--- config.mk ---
export PLATFORM = sky130hd
export DESIGN_NAME = baccarat_round_fsm
export DESIGN_NICKNAME = d
export VERILOG_FILES = /design/src/rtl/baccarat_round_fsm.sv
export SDC_FILE = /design/constraint.sdc
export NUM_CORES = 1
export LEC_CHECK = 0
export CAP_MARGIN = 20
export CORE_ASPECT_RATIO = 0.9
export CORE_MARGIN = 1
export CORE_UTILIZATION = 36
export CTS_CLUSTER_SIZE = 40
export DETAILED_ROUTE_END_ITERATION = 6
export PLACE_DENSITY_LB_ADDON = 0.08
export SLEW_MARGIN = 10
export SYNTH_ARGS = -nofsm -noshare
export SYNTH_HDL_FRONTEND = slang
export SYNTH_SLANG_ARGS = --single-unit
--- constraint.sdc ---
create_clock -name slow_clock -period 1.16 [get_ports slow_clock]
set_input_delay 0.174 -clock slow_clock [delete_from_list [all_inputs] [get_ports slow_clock]]
set_output_delay 0.174 -clock slow_clock [all_outputs]
set_load 0.01 [all_outputs]
--- src/rtl/baccarat_round_fsm.sv ---
// Baccarat round controller: sequences the six card-load strobes, applies the
// tableau third-card rules and drives the win lights and round_done flag.
module baccarat_round_fsm #(
    parameter int unsigned NATURAL_MIN     = 8,
    parameter int unsigned PLAYER_DRAW_MAX = 5
) (
    input  logic       slow_clock,
    input  logic       resetb,
    input  logic       step,
    input  logic [3:0] pscore,
    input  logic [3:0] dscore,
    input  logic [3:0] pcard3,
    output logic       load_pcard1,
    output logic       load_pcard2,
    output logic       load_pcard3,
    output logic       load_dcard1,
    output logic       load_dcard2,
    output logic       load_dcard3,
    output logic       player_win_light,
    output logic       dealer_win_light,
    output logic       round_done
);

    localparam logic [3:0] NAT_MIN  = 4'(NATURAL_MIN);
    localparam logic [3:0] PDRAW_MX = 4'(PLAYER_DRAW_MAX);

    typedef enum logic [3:0] {
        DEAL_P1  = 4'd0,
        DEAL_D1  = 4'd1,
        DEAL_P2  = 4'd2,
        DEAL_D2  = 4'd3,
        EVAL     = 4'd4,
        DEAL_P3  = 4'd5,
        BANK_DEC = 4'd6,
        DEAL_D3  = 4'd7,
        RESULT   = 4'd8
    } state_e;

    state_e state_q;
    state_e state_d;

    // Banker tableau once the player's third card is known; face cards count as 0.
    function automatic logic banker_draws(input logic [3:0] ds, input logic [3:0] p3);
        logic [3:0] v;
        logic       draw;
        v = (p3 > 4'd9) ? 4'd0 : p3;
        case (ds)
            4'd0, 4'd1, 4'd2: draw = 1'b1;
            4'd3:             draw = (v != 4'd8);
            4'd4:             draw = (v >= 4'd2) && (v <= 4'd7);
            4'd5:             draw = (v >= 4'd4) && (v <= 4'd7);
            4'd6:             draw = (v >= 4'd6) && (v <= 4'd7);
            default:          draw = 1'b0;
        endcase
        return draw;
    endfunction

    // Two-card evaluation: natural, player draw, player stands / banker decision.
    function automatic state_e eval_next(input logic [3:0] ps, input logic [3:0] ds);
        state_e nxt;
        if ((ps >= NAT_MIN) || (ds >= NAT_MIN)) begin
            nxt = RESULT;
        end else if (ps <= PDRAW_MX) begin
            nxt = DEAL_P3;
        end else if (ds <= 4'd5) begin
            nxt = DEAL_D3;
        end else begin
            nxt = RESULT;
        end
        return nxt;
    endfunction

    // State register; reset wins over everything, including mid-round.
    always_ff @(posedge slow_clock) begin
        if (!resetb) begin
            state_q <= DEAL_P1;
        end else begin
            state_q <= state_d;
        end
    end

    // Next state: advance only on step, RESULT is terminal, bad encodings recover.
    always_comb begin
        state_d = state_q;
        case (state_q)
            DEAL_P1:  if (step) state_d = DEAL_D1;
            DEAL_D1:  if (step) state_d = DEAL_P2;
            DEAL_P2:  if (step) state_d = DEAL_D2;
            DEAL_D2:  if (step) state_d = EVAL;
            EVAL:     if (step) state_d = eval_next(pscore, dscore);
            DEAL_P3:  if (step) state_d = BANK_DEC;
            BANK_DEC: if (step) state_d = banker_draws(dscore, pcard3) ? DEAL_D3 : RESULT;
            DEAL_D3:  if (step) state_d = RESULT;
            RESULT:   state_d = RESULT;
            default:  state_d = DEAL_P1;
        endcase
    end

    // Outputs: strobes fire on the leaving edge only (masked while in reset so no
    // card register captures during reset); lights compare scores in RESULT.
    always_comb begin
        load_pcard1      = 1'b0;
        load_pcard2      = 1'b0;
        load_pcard3      = 1'b0;
        load_dcard1      = 1'b0;
        load_dcard2      = 1'b0;
        load_dcard3      = 1'b0;
        player_win_light = 1'b0;
        dealer_win_light = 1'b0;
        round_done       = 1'b0;
        case (state_q)
            DEAL_P1: load_pcard1 = step & resetb;
            DEAL_D1: load_dcard1 = step & resetb;
            DEAL_P2: load_pcard2 = step & resetb;
            DEAL_D2: load_dcard2 = step & resetb;
            DEAL_P3: load_pcard3 = step & resetb;
            DEAL_D3: load_dcard3 = step & resetb;
            RESULT: begin
                round_done       = 1'b1;
                player_win_light = (pscore >= dscore);
                dealer_win_light = (dscore >= pscore);
            end
            default: ;
        endcase
    end

endmodule

==> results of run 1 <==
[timing repair]
action	4_1_cts
pin swaps	20
buffers inserted	10
resized for setup	100
endpoints found under the setup margin	13
[through the flow]
step | cells | hold slack (ns)
after global placement | 128 | 0.513
after detailed placement | 128 | 0.517
after floorplan | 74 | 0.311
after CTS | 141 | 0.456
[kinds of logic after synthesis]
| logic type | Yosys count | synth area share [%] |
|---|---|---|
| and+or+nand+nor | 35 | 38.1 |
| AOI/OAI and AO/OA | 22 | 30.0 |
| buffers and inverters | 9 | 7.85 |
| adders and majority gates | 4 | 9.24 |
| DFF | 4 | 14.8 |
==> results.md, run 1 <==
- Stage reached: 5_1_grt
- Worst End Pin Type: output port
- Most common flop cell mapped by yosys: dfxtp_1
- Post-synth ARST share: 0%
- # rows: 12
- Root Driver: clkbuf_4
- Hold buffers post-CTS: 0
- Synthesis-stage register bit count: 4
- HPWL Detailed: 1.28 mm
- TritonCTS Sinks: 4
- Status: aborted with a tool error
- Initial antenna violation count: 0
- Die W: 42.9 um
- Syn_area_per_cell: 7.32 um^2
- CTS Buf Count: 3
- Die height: 38.8 um
- Worst-case clock buffer depth: 2
- Pin count of the biggest net entering global routing: 7
- Post-synth EDFFs: 0
- Post-Syn Nets: 93
- Synth top area share: 14.8%
- Placer Congestion: 0.870
- Most frequent cell after synthesis: nand2_1
- Synth warnings: 0
- Number of port buffers: 23
- I/O pin cnt: 24
- Synth top area cells: dfxtp_1 (15%), ha_1 (9.2%), nor2b_1 (5.8%), nand2_1 (5.5%), a21oi_1 (4.6%)
- Initial Utilization: 41.0%
- Placed Area: 950 um^2
- Seq/Total Area, Yosys: 14.8%
- Post-GRT worst EP: player_win_light
- Dpl ws: -1.14 ns
- Post-synth top cells: nand2_1 (8), a21oi_1 (5), inv_1 (5), nor2b_1 (5)
- Synth area leader: dfxtp_1
- Post-Syn Area: 542 um^2
- Stop err: [ERROR DPL-0033] detailed placement checks failed during check placement.
- Post-Syn Instances: 74
- H-tree depth: 1
- Synth cell types: 35
==> run 2, diff against run 1 <==
--- a/config.mk
+++ b/config.mk
@@ -6,12 +6,10 @@
 export NUM_CORES = 1
 export LEC_CHECK = 0
 export CAP_MARGIN = 20
-export CORE_ASPECT_RATIO = 0.9
-export CORE_MARGIN = 1
-export CORE_UTILIZATION = 36
-export CTS_CLUSTER_SIZE = 40
+export CORE_AREA = 2 2 63 65
 export DETAILED_ROUTE_END_ITERATION = 6
-export PLACE_DENSITY_LB_ADDON = 0.08
+export DIE_AREA = 0 0 65 67
+export PLACE_DENSITY_LB_ADDON = 0.15
 export SLEW_MARGIN = 10
 export SYNTH_ARGS = -nofsm -noshare
 export SYNTH_HDL_FRONTEND = slang
==> constraint.sdc (replaced) <==
create_clock -name slow_clock -period 1.5 [get_ports slow_clock]
set_input_delay 0.225 -clock slow_clock [delete_from_list [all_inputs] [get_ports slow_clock]]
set_output_delay 0.225 -clock slow_clock [all_outputs]
set_load 0.01 [all_outputs]
==> run 2 against run 1 <==
Against the previous run: the flow now finishes, with violations (setup timing); area after synthesis did not move; synthesized cell count stayed put.
==> results.md, run 2 <==
- Status: finished with violations
- Violated checks: setup timing
- Synth top area cells: dfxtp_1 (15%), ha_1 (9.2%), nor2b_1 (5.8%), nand2_1 (5.5%), a21oi_1 (4.6%)
- GRT Max-Usage Layer: met2
- Met2 Use GR: 17.5%
- Worst-case clock buffer depth: 2 (unchanged)
- First-pass GRT wire length: 3.29 mm
- Slowest-stage cell, CP: a21o_1
- Grt total ovfl: 0
- Hold buffers post-CTS: 0 (unchanged)
- Seq/Total Area, Yosys: 14.8% (unchanged)
- Slew HR: 83.5%
- Most frequent cell after synthesis: nand2_1
- Worst setup SP type: input port
- Top Registers: state_q x4
- Dpl ws: -0.952 ns (+0.191 ns)
- Final setup margin: -0.0217 ns
- VDD IR-drop max: 179 uV
- Final min period: 1.52 ns
- Post-Syn Instances: 74 (unchanged)
- Pin count of the biggest net entering global routing: 7
- Power Dens Cells: 500 mW/mm^2
- Post-Syn Area: 542 um^2 (unchanged)
- Initial Utilization: 15.0% (-26 points)
- Clock Latency Late Sink: 0.21 ns
- Max reg flops: 4
- Most common flop cell mapped by yosys: dfxtp_1
- Top delay family on crit path: compound AO/OA/AOI/OAI gates
- DRC: 0
- Critical Path RT: 1.27 ns
- M1 GR Usage: 11.9%
- Fin crit share: 101%
- CP Class: input port to output port
- Die W: 65 um (+52%)
- Placed Area: 0.00101 mm^2 (+6.9%)
- Post-Syn Nets: 93 (unchanged)
- Largest driver fanout on the critical path: 2
- Biggest register: state_q
- Post-route cell area: 0.00115 mm^2
- Commonest non-fill, non-tap cell in the layout: buf_4
- Reg clk slew, reported paths: 0.03 ns
- Worst path cell trace: buf_8 -> inv_4 -> ha_4 -> nor2b_4 -> o21ai_2 -> nand2b_1 -> a21o_1 -> a21oi_2 -> buf_2
- Slew @ Worst Pin: 0.247 ns
- Layout cells sized above 1: 61.4%
- Gr usage total: 9.57%
- Die area: 0.00436 mm^2
- CTS Buf Count: 3 (unchanged)
- HP Class: flop to flop
- Post-synth EDFFs: 0 (unchanged)
- Routing usage on met3: 1.52%
- Buffers and inverters on the worst path: 3
- MaxCap Viol Count: 0
- Leak: 0.570 nW
- Vias in the first global route: 749
- Core box area: 0.00361 mm^2
- Number of port buffers: 23 (unchanged)
- TritonCTS Sinks: 4 (unchanged)
- RSZ-0062 raised after global routing: true
- Post-synth top cells: nand2_1 (8), a21oi_1 (5), inv_1 (5), nor2b_1 (5)
- DRT Pass-1 Iters: 4
- I/O pin cnt: 24 (unchanged)
- HPWL Detailed: 1.54 mm (+20%)
- Area delta synth->final: 112%
- FF+latch area: 87.6 um^2
- Post-synth ARST share: 0% (unchanged)
- Final wirelength: 1.90 mm
- Synth top area share: 14.8% (unchanged)
- Via density: 4.13
- Clock Skew: 0.00153 ns
- Syn_area_per_cell: 7.32 um^2 (unchanged)
- Die height: 67 um (+73%)
- Synthesis-stage register bit count: 4 (unchanged)
- Root Driver: clkbuf_8
- Most frequent cells in the layout: buf_4 (29), nand2_1 (7), clkbuf_2 (6)
- Synth warnings: 0 (unchanged)
- H-tree depth: 1 (unchanged)
- Synth cell types: 35 (unchanged)
- Antenna Nets Post-Route: 0
- Initial antenna violation count: 0
- # fillers: 396
- CTS tree: done
- Layout Nets: 148
- # rows: 22 (+10)
- Routed wire length per instance: 10.9 um
- Initial drt markers: 9
- Synth area leader: dfxtp_1
- Fin util: 31.9%
- Placer Congestion: 0.762 (-12%)
- Peak Freq: 657 MHz
- Setup crit end kind: output port
- Via Count: 722
- Hold Vio Cnt, Final: 0
- Worst EP arrival: 1.30 ns
- N_diodes: 0
- Slew Viols, Final: 0
- Setup-failing EPs final: 1
- Max incr delay on CP: 0.20 ns
- Sum Neg Setup Slack: -0.0217 ns
- Area of the multi-input gates: 519 um^2
## run 2: stage by stage
step	instances	hold slack, ns	total power [W]
final	175	0.547	0.000574
after global routing	175	0.567	0.000619
after CTS	175	0.542	0.000570
after detailed placement	169	0.587	0.000325
after global placement	169	0.599	0.000323
after floorplan	74	0.362	0.000203
## run 2: worst register-to-register path, stage by stage (launching register included)
cell     delay (ns)
dfxtp_2        0.34
buf_4          0.14
buf_4          0.14
o21a_1         0.16
a211o_1        0.26
a21oi_1        0.15
a21o_1         0.10
## run 2: logic make-up (layout without fill, tap and decap cells)
| family | Yosys count | after routing | synth area share (%) |
|---|---|---|---|
| flops | 4 | 4 | 14.8 |
| simple gates | 35 | 35 | 38.1 |
| fa+ha+maj | 4 | 4 | 9.24 |
| buf+inv | 9 | 62 | 7.85 |
| compound gates | 22 | 22 | 30.0 |
## run 2: final cells by class
cell class / instances / share of cell area [%]
inverters: 6 / 2.18
repair buffers: 53 / 36.2
well taps: 48 / 5.23
clock buffers: 3 / 3.59
multi-input cells: 61 / 45.2
flip-flops and latches: 4 / 7.63
## run 2: layer usage
layer / wire length [um] / vias to the layer above
met4: 0 / 0
met2: 993 / 7
li1: - / 379
met1: 885 / 336
met5: 0 / -
met3: 25 / 0
## run 2: path summary, 6_finish.rpt
kind | to | cells past startpoint | from | slack, ns
max | player_win_light | 9 | pscore[1] | -0.02
min | state_q[1]$_SDFFE_PN0P_ | 1 | state_q[1]$_SDFFE_PN0P_ | 0.55
max reg2reg | state_q[1]$_SDFFE_PN0P_ | 6 | state_q[0]$_SDFFE_PN0P_ | 0.15
min reg2reg | state_q[1]$_SDFFE_PN0P_ | 1 | state_q[1]$_SDFFE_PN0P_ | 0.55
## run 2: power breakdown
| part | switching (W) | leakage, nW | internal, W |
|---|---|---|---|
| combinational | 0.0000944 | 0.514 | 0.000137 |
| sequential | 0.00000982 | 0.0346 | 0.000112 |
| clock | 0.0000496 | 0.0216 | 0.000171 |
## run 2: what timing repair did
item                       CTS  global route
setup endpoints to repair   12            12
cloned                       0             0
buffers inserted             3             0
pin swaps                   13            11
hold endpoints to repair     0             0
resized for setup           59            32
No activity file was read; power rests on OpenSTA's default activity.
==> run 3, diff against run 2 <==
--- a/config.mk
+++ b/config.mk
@@ -9,6 +9,8 @@
 export CORE_AREA = 2 2 63 65
 export DETAILED_ROUTE_END_ITERATION = 6
 export DIE_AREA = 0 0 65 67
+export DONT_BUFFER_PORTS = 1
+export HOLD_SLACK_MARGIN = 0.05
 export PLACE_DENSITY_LB_ADDON = 0.15
 export SLEW_MARGIN = 10
 export SYNTH_ARGS = -nofsm -noshare
==> run 3 against run 2 <==
Against the previous run: first-iteration DRC count unchanged; critical path depth decreased by 6; global-route usage is 1.7 points lower; cell count shrank 27%; largest cell class unchanged; worst hold slack got worse by 0.39 ns; wire length shrank 19%; critical endpoint is now load_dcard1; the flow now finishes without violations; clock skew is 0.0011 ns lower; sequential share of layout area rose by 4.2 points; maximum frequency increased by 6.6%.
==> results.md, run 3 (synthesis gave the netlist of run 2 again) <==
- Gr usage total: 7.86% (-1.7 points)
- Sum Neg Setup Slack: 0 ns (+0.0217 ns)
- Root Driver: clkbuf_8
- CTS tree: done
- Die W: 65 um (unchanged)
- Fin crit share: 95.2% (-6.3 points)
- Worst setup SP type: flop
- FF+latch area: 83.8 um^2 (-4.3%)
- TritonCTS Sinks: 4 (unchanged)
- DRT Pass-1 Iters: 4 (unchanged)
- Number of port buffers: 0 (-100%)
- Antenna Nets Post-Route: 0 (unchanged)
- Routed wire length per instance: 12.1 um (+11%)
- Clock Skew: 0.000443 ns (-0.00109 ns)
- Slew Viols, Final: 0 (unchanged)
- Power Dens Cells: 652 mW/mm^2 (+30%)
- Peak Freq: 701 MHz (+6.6%)
- HP Class: input port to flop
- Setup crit end kind: output port
- Vias in the first global route: 574 (-23%)
- MaxCap Viol Count: 0 (unchanged)
- Top Registers: state_q x4
- Via Count: 569 (-21%)
- Initial drt markers: 9 (unchanged)
- # rows: 22 (unchanged)
- Core box area: 0.00361 mm^2 (unchanged)
- Critical Path RT: 1.27 ns (about the same)
- Clock Latency Late Sink: 0.22 ns (about the same)
- Grt total ovfl: 0 (unchanged)
- Placer Congestion: 0.751 (-1.5%)
- Layout Nets: 101 (-32%)
- Area of the multi-input gates: 457 um^2 (-12%)
- Area delta synth->final: 30.9%
- Status: completed
- First-pass GRT wire length: 2.58 mm (-22%)
- Final wirelength: 1.55 mm (-19%)
- Largest driver fanout on the critical path: 7 (+5)
- Slew @ Worst Pin: 0.284 ns (+0.0365 ns)
- I/O pin cnt: 24 (unchanged)
- CTS Buf Count: 3 (unchanged)
- Worst EP arrival: 1.20 ns (-0.10 ns)
- CP Class: flop to output port
- Initial Utilization: 15.0% (unchanged)
- Worst R2R Start: state_q[2]$_SDFFE_PN0P_
- RSZ-0062 raised after global routing: false
- Commonest non-fill, non-tap cell in the layout: nand2_1
- Hold Vio Cnt, Final: 0 (unchanged)
- Final min period: 1.43 ns (-0.0942 ns)
- Most frequent cells in the layout: nand2_1 (8), buf_4 (6), inv_1 (4), nor2b_1 (4), a21oi_1 (4)
- Biggest register: state_q
- HPWL Detailed: 1.31 mm (-15%)
- Min-delay src: resetb
- Setup bufs post-CTS: 0 (-3)
- Worst-case clock buffer depth: 2 (unchanged)
- N_diodes: 0 (unchanged)
- VDD IR-drop max: 178 uV (-0.30%)
- Pin count of the biggest net entering global routing: 11 (+4)
- H-tree depth: 1 (unchanged)
- Die height: 67 um (unchanged)
- Initial antenna violation count: 0 (unchanged)
- # fillers: 404 (+2.0%)
- Fin util: 19.7% (-12 points)
- DRC: 0 (unchanged)
- Max reg flops: 4 (unchanged)
- Reg clk slew, reported paths: 0.03 ns (about the same)
- Via density: 4.45 (+7.7%)
- Slew HR: 80.9% (-2.6 points)
- Die area: 0.00436 mm^2 (unchanged)
- Layout cells sized above 1: 33.8% (-28 points)
- Hold buffers post-CTS: 0 (unchanged)
- Leak: 0.291 nW (-49%)
- CP startpoint: state_q[2]$_SDFFE_PN0P_
- Setup-failing EPs final: 0 (-1)
[run 3: cell count changes in the layout (fill, tap and decap cells not counted), sizes merged]
cell           before  now
dlymetal6s2s        4    0
buf                37    6
clkdlybuf4s15       2    0
clkbuf              9    3
dlygate4sd2         4    0
[run 3: critical path: stages (launching register included)]
cell and delay (ns):
dfxtp_2 0.34, buf_4 0.16, nor4_1 0.30, buf_4 0.18
[run 3: where the power goes]
| part | switching (W) | internal [W] |
|---|---|---|
| Clock | 0.0000570 | 0.000171 |
| Combinational | 0.0000563 | 0.0000559 |
| Sequential | 0.00000883 | 0.000113 |
[run 3: routing by layer]
| metal | global-route usage (%) | part of all wire (%) | vias to the layer above | routed length (um) |
|---|---|---|---|---|
| met4 | 6.12 | 2.6 | 0 | 40 |
| met2 | 13.3 | 55 | 9 | 857 |
| met1 | 8.44 | 40 | 276 | 618 |
| li1 | - | - | 280 | - |
| met5 | 0 | 0 | - | 0 |
| met3 | 1.86 | 2.2 | 4 | 34 |
[run 3: metrics by stage]
step	instance area, um^2	hold WS (ns)	cells	power, W	setup WS [ns]
floorplan	542	0.362	74	0.000203	0.0643
global placement	627	0.401	125	0.000232	0.0208
detailed placement	627	0.401	125	0.000229	0.0112
CTS	681	0.168	128	0.000466	0.00494
global route	709	0.179	128	0.000493	0.0198
finish	709	0.159	128	0.000462	0.0725
[run 3: path summary, 6_finish.rpt]
check	cells past startpoint	slack [ns]	to
setup reg to reg	5	0.22	state_q[1]$_SDFFE_PN0P_
hold / removal	2	0.16	state_q[2]$_SDFFE_PN0P_
setup / recovery	3	0.07	load_dcard1
hold reg to reg	1	0.55	state_q[1]$_SDFFE_PN0P_
[run 3: timing repair]
item | in CTS | in global routing
resized for setup | 3 | 8
pin swaps | 0 | 4
setup endpoints to repair | 4 | 9
[run 3: layout make-up]
cell class                      count  area share [%]
Clock buffer                        3            5.82
Inverter                            6            3.17
Multi-Input combinational cell     61            64.4
Sequential cell                     4            11.8
Tap cell                           48            8.47
Timing Repair Buffer                6            6.35
==> run 4, diff against run 3 <==
==> constraint.sdc (replaced) <==
create_clock -name slow_clock -period 1.5 [get_ports slow_clock]
set_input_delay 0.3 -clock slow_clock [delete_from_list [all_inputs] [get_ports slow_clock]]
set_output_delay 0.3 -clock slow_clock [all_outputs]
set_load 0.01 [all_outputs]
==> run 4 against run 3 <==
Against the previous run: the run now ends with setup timing left; design area is 4.2% higher; worst hold slack gained 0.068 ns; sequential power grew 4%; count of clock-buffer cells in the layout unchanged; register-to-register slack lost 0.02 ns; sequential cell count is the same; wire length is 4.2% higher; clock power barely moved; cell count rose by 1.6%; non-clock buffer count rose by 2; die area unchanged; critical path type is now input port to output port; largest cell class unchanged.
==> results.md, run 4 (synthesis gave the netlist of run 2 again) <==
- CTS Buf Count: 3 (unchanged)
- VDD IR-drop max: 153 uV (-14%)
- Setup bufs post-CTS: 0 (unchanged)
- Pint: 0.000344 W (+1.2%)
- Core box area: 0.00361 mm^2 (unchanged)
- Die area: 0.00436 mm^2 (unchanged)
- Sequential Power Share: 27.0% (+0.7 points)
- Hold Path End: state_q[2]$_SDFFE_PN0P_
- Hold Vio Cnt, Final: 0 (unchanged)
- Hold path depth: 2 (unchanged)
- # fillers: 402 (-0.50%)
- Comb power frac: 25.0% (+0.7 points)
- Fin util: 20.5% (+0.83 points)
- Worst-case clock buffer depth: 2 (unchanged)
- Reg clk slew, reported paths: 0.03 ns (about the same)
- Biggest register: state_q
- Hold buffers post-CTS: 0 (unchanged)
- Layout cells sized above 1: 40.2% (+6.5 points)
- Hold slack: 0.227 ns (+0.0678 ns)
- Routed wire length per instance: 12.4 um (+2.6%)
- Clock Skew: 0.00107 ns (+0.000623 ns)
- Leak: 0.312 nW (+7.2%)
- R2r setup slk: 0.20 ns (-0.02 ns)
- N_diodes: 0 (unchanged)
- FF+latch area: 85.1 um^2 (+1.5%)
- Root Driver: clkbuf_8
- Initial antenna violation count: 0 (unchanged)
- Placer Congestion: 0.758 (+0.96%)
- Layout Nets: 103 (+2.0%)
- Via Count: 548 (-3.7%)
- Max reg flops: 4 (unchanged)
- Worst flop-to-flop path endpoint: state_q[1]$_SDFFE_PN0P_
- Fin crit share: 101% (+5.9 points)
- First-pass GRT wire length: 2.62 mm (+1.4%)
- Violated checks: setup timing
- Max incr delay on CP: 0.22 ns (-0.12 ns)
- Power Dens Cells: 635 mW/mm^2 (-2.6%)
- Worst R2R Start: state_q[2]$_SDFFE_PN0P_
- H-tree depth: 1 (unchanged)
- MaxCap Viol Count: 0 (unchanged)
- Antenna Nets Post-Route: 0 (unchanged)
- Dpl ws: -0.0102 ns (-0.0214 ns)
- Top Registers: state_q x4
- Via density: 4.22 (-5.2%)
- Vias in the first global route: 584 (+1.7%)
- CP startpoint: dscore[1]
- Slowest-stage cell, CP: ha_4
- TritonCTS Sinks: 4 (unchanged)
- CP Class: input port to output port
- Worst path cell trace: ha_4 -> nor2b_4 -> o21ai_1 -> nand2b_1 -> a21o_1 -> a21oi_2
- Worst-case reg-to-reg path depth: 5 (unchanged)
- Gr usage total: 7.96% (+0.10 points)
- Pin count of the biggest net entering global routing: 11 (unchanged)
- HPWL Detailed: 1.32 mm (+1.3%)
- Grt total ovfl: 0 (unchanged)
- DRC: 0 (unchanged)
- Initial drt markers: 10 (+1)
- Die height: 67 um (unchanged)
- Setup crit end kind: output port
- Die W: 65 um (unchanged)
- RSZ-0062 raised after global routing: true
- Most frequent cells in the layout: nand2_1 (8), buf_4 (8), inv_1 (4), nor2b_1 (4), dfxtp_2 (4)
- Slew HR: 81.5% (+0.62 points)
- Final wirelength: 1.62 mm (+4.2%)
- Number of port buffers: 0 (unchanged)
- Status: finished with violations
- Worst setup SP type: input port
- Slew @ Worst Pin: 0.277 ns (-0.00668 ns)
- CTS tree: done
- Area delta synth->final: 36.5%
- Net switching power: 0.000125 W (+2.7%)
- Critical Path RT: 1.20 ns (-0.07 ns)
- # rows: 22 (unchanged)
- I/O pin cnt: 24 (unchanged)
- Clock Latency Late Sink: 0.21 ns (about the same)
- Peak Freq: 660 MHz (-5.8%)
- Setup-failing EPs final: 1 (+1)
- Slew Viols, Final: 0 (unchanged)
- Sum Neg Setup Slack: -0.0154 ns (-0.0154 ns)
- Clock Power Share: 48.0% (-1.4 points)
- HP Class: input port to flop
- Final setup margin: -0.0154 ns (-0.0879 ns)
- Worst EP arrival: 1.22 ns (+0.02 ns)
- Sw Share: 26.7% (+0.30 points)
- Min-delay src: resetb
- Area of the multi-input gates: 465 um^2 (+1.9%)
- Largest driver fanout on the critical path: 4 (-3)
- Final min period: 1.52 ns (+0.0879 ns)
- Initial Utilization: 15.0% (unchanged)
- DRT Pass-1 Iters: 2 (-2)
[run 4: how the worst max path moves through the flow]
stage,cells after the start,end,slack (ns)
final,6,player_win_light,-0.02
after global placement,7,player_win_light,-0.008
after floorplan,7,player_win_light,0.03
after global routing,6,player_win_light,-0.06
after CTS,7,player_win_light,0.006
after detailed placement,7,player_win_light,-0.01
[run 4: layout make-up]
type	instances	area share, %
Multi-Input combinational cell	61	62.9
Sequential cell	4	11.5
Timing Repair Buffer	8	8.12
Tap cell	48	8.12
Clock buffer	3	5.58
Inverter	6	3.72
[run 4: what timing repair did]
item,CTS,global route
gates resized for setup,5,7
pin swaps,3,3
endpoints found under the setup margin,7,6
cloned,0,0
[run 4: critical path, delay by kind of cell]
kind	cells	cell delay, ns
fa+ha+maj	1	0.22
simple gates	2	0.21
compound gates	3	0.50
[run 4: power groups by stage]
| stage | registers [W] | logic, W | clock network [W] |
|---|---|---|---|
| global placement | 0.000128 | 0.000109 | 0 |
| CTS | 0.000127 | 0.000109 | 0.000232 |
| finish | 0.000127 | 0.000117 | 0.000225 |
| global route | 0.000128 | 0.000131 | 0.000243 |
| floorplan | 0.000117 | 0.0000882 | 0 |
| detailed placement | 0.000127 | 0.000108 | 0 |
[run 4: metal layers]
metal,track usage [%],vias to the layer above,part of all wire (%)
li1,-,287,-
met4,3.19,0,0
met2,16.4,0,59
met1,7.92,261,40
met3,1.01,0,0
met5,0,-,0
[run 4: per-stage QoR]
stage               cells  total power, W  instance area [um^2]
floorplan              74        0.000205                   558
global placement      127        0.000237                   658
detailed placement    127        0.000235                   658
CTS                   130        0.000468                   707
global route          130        0.000502                   739
finish                130        0.000469                   739
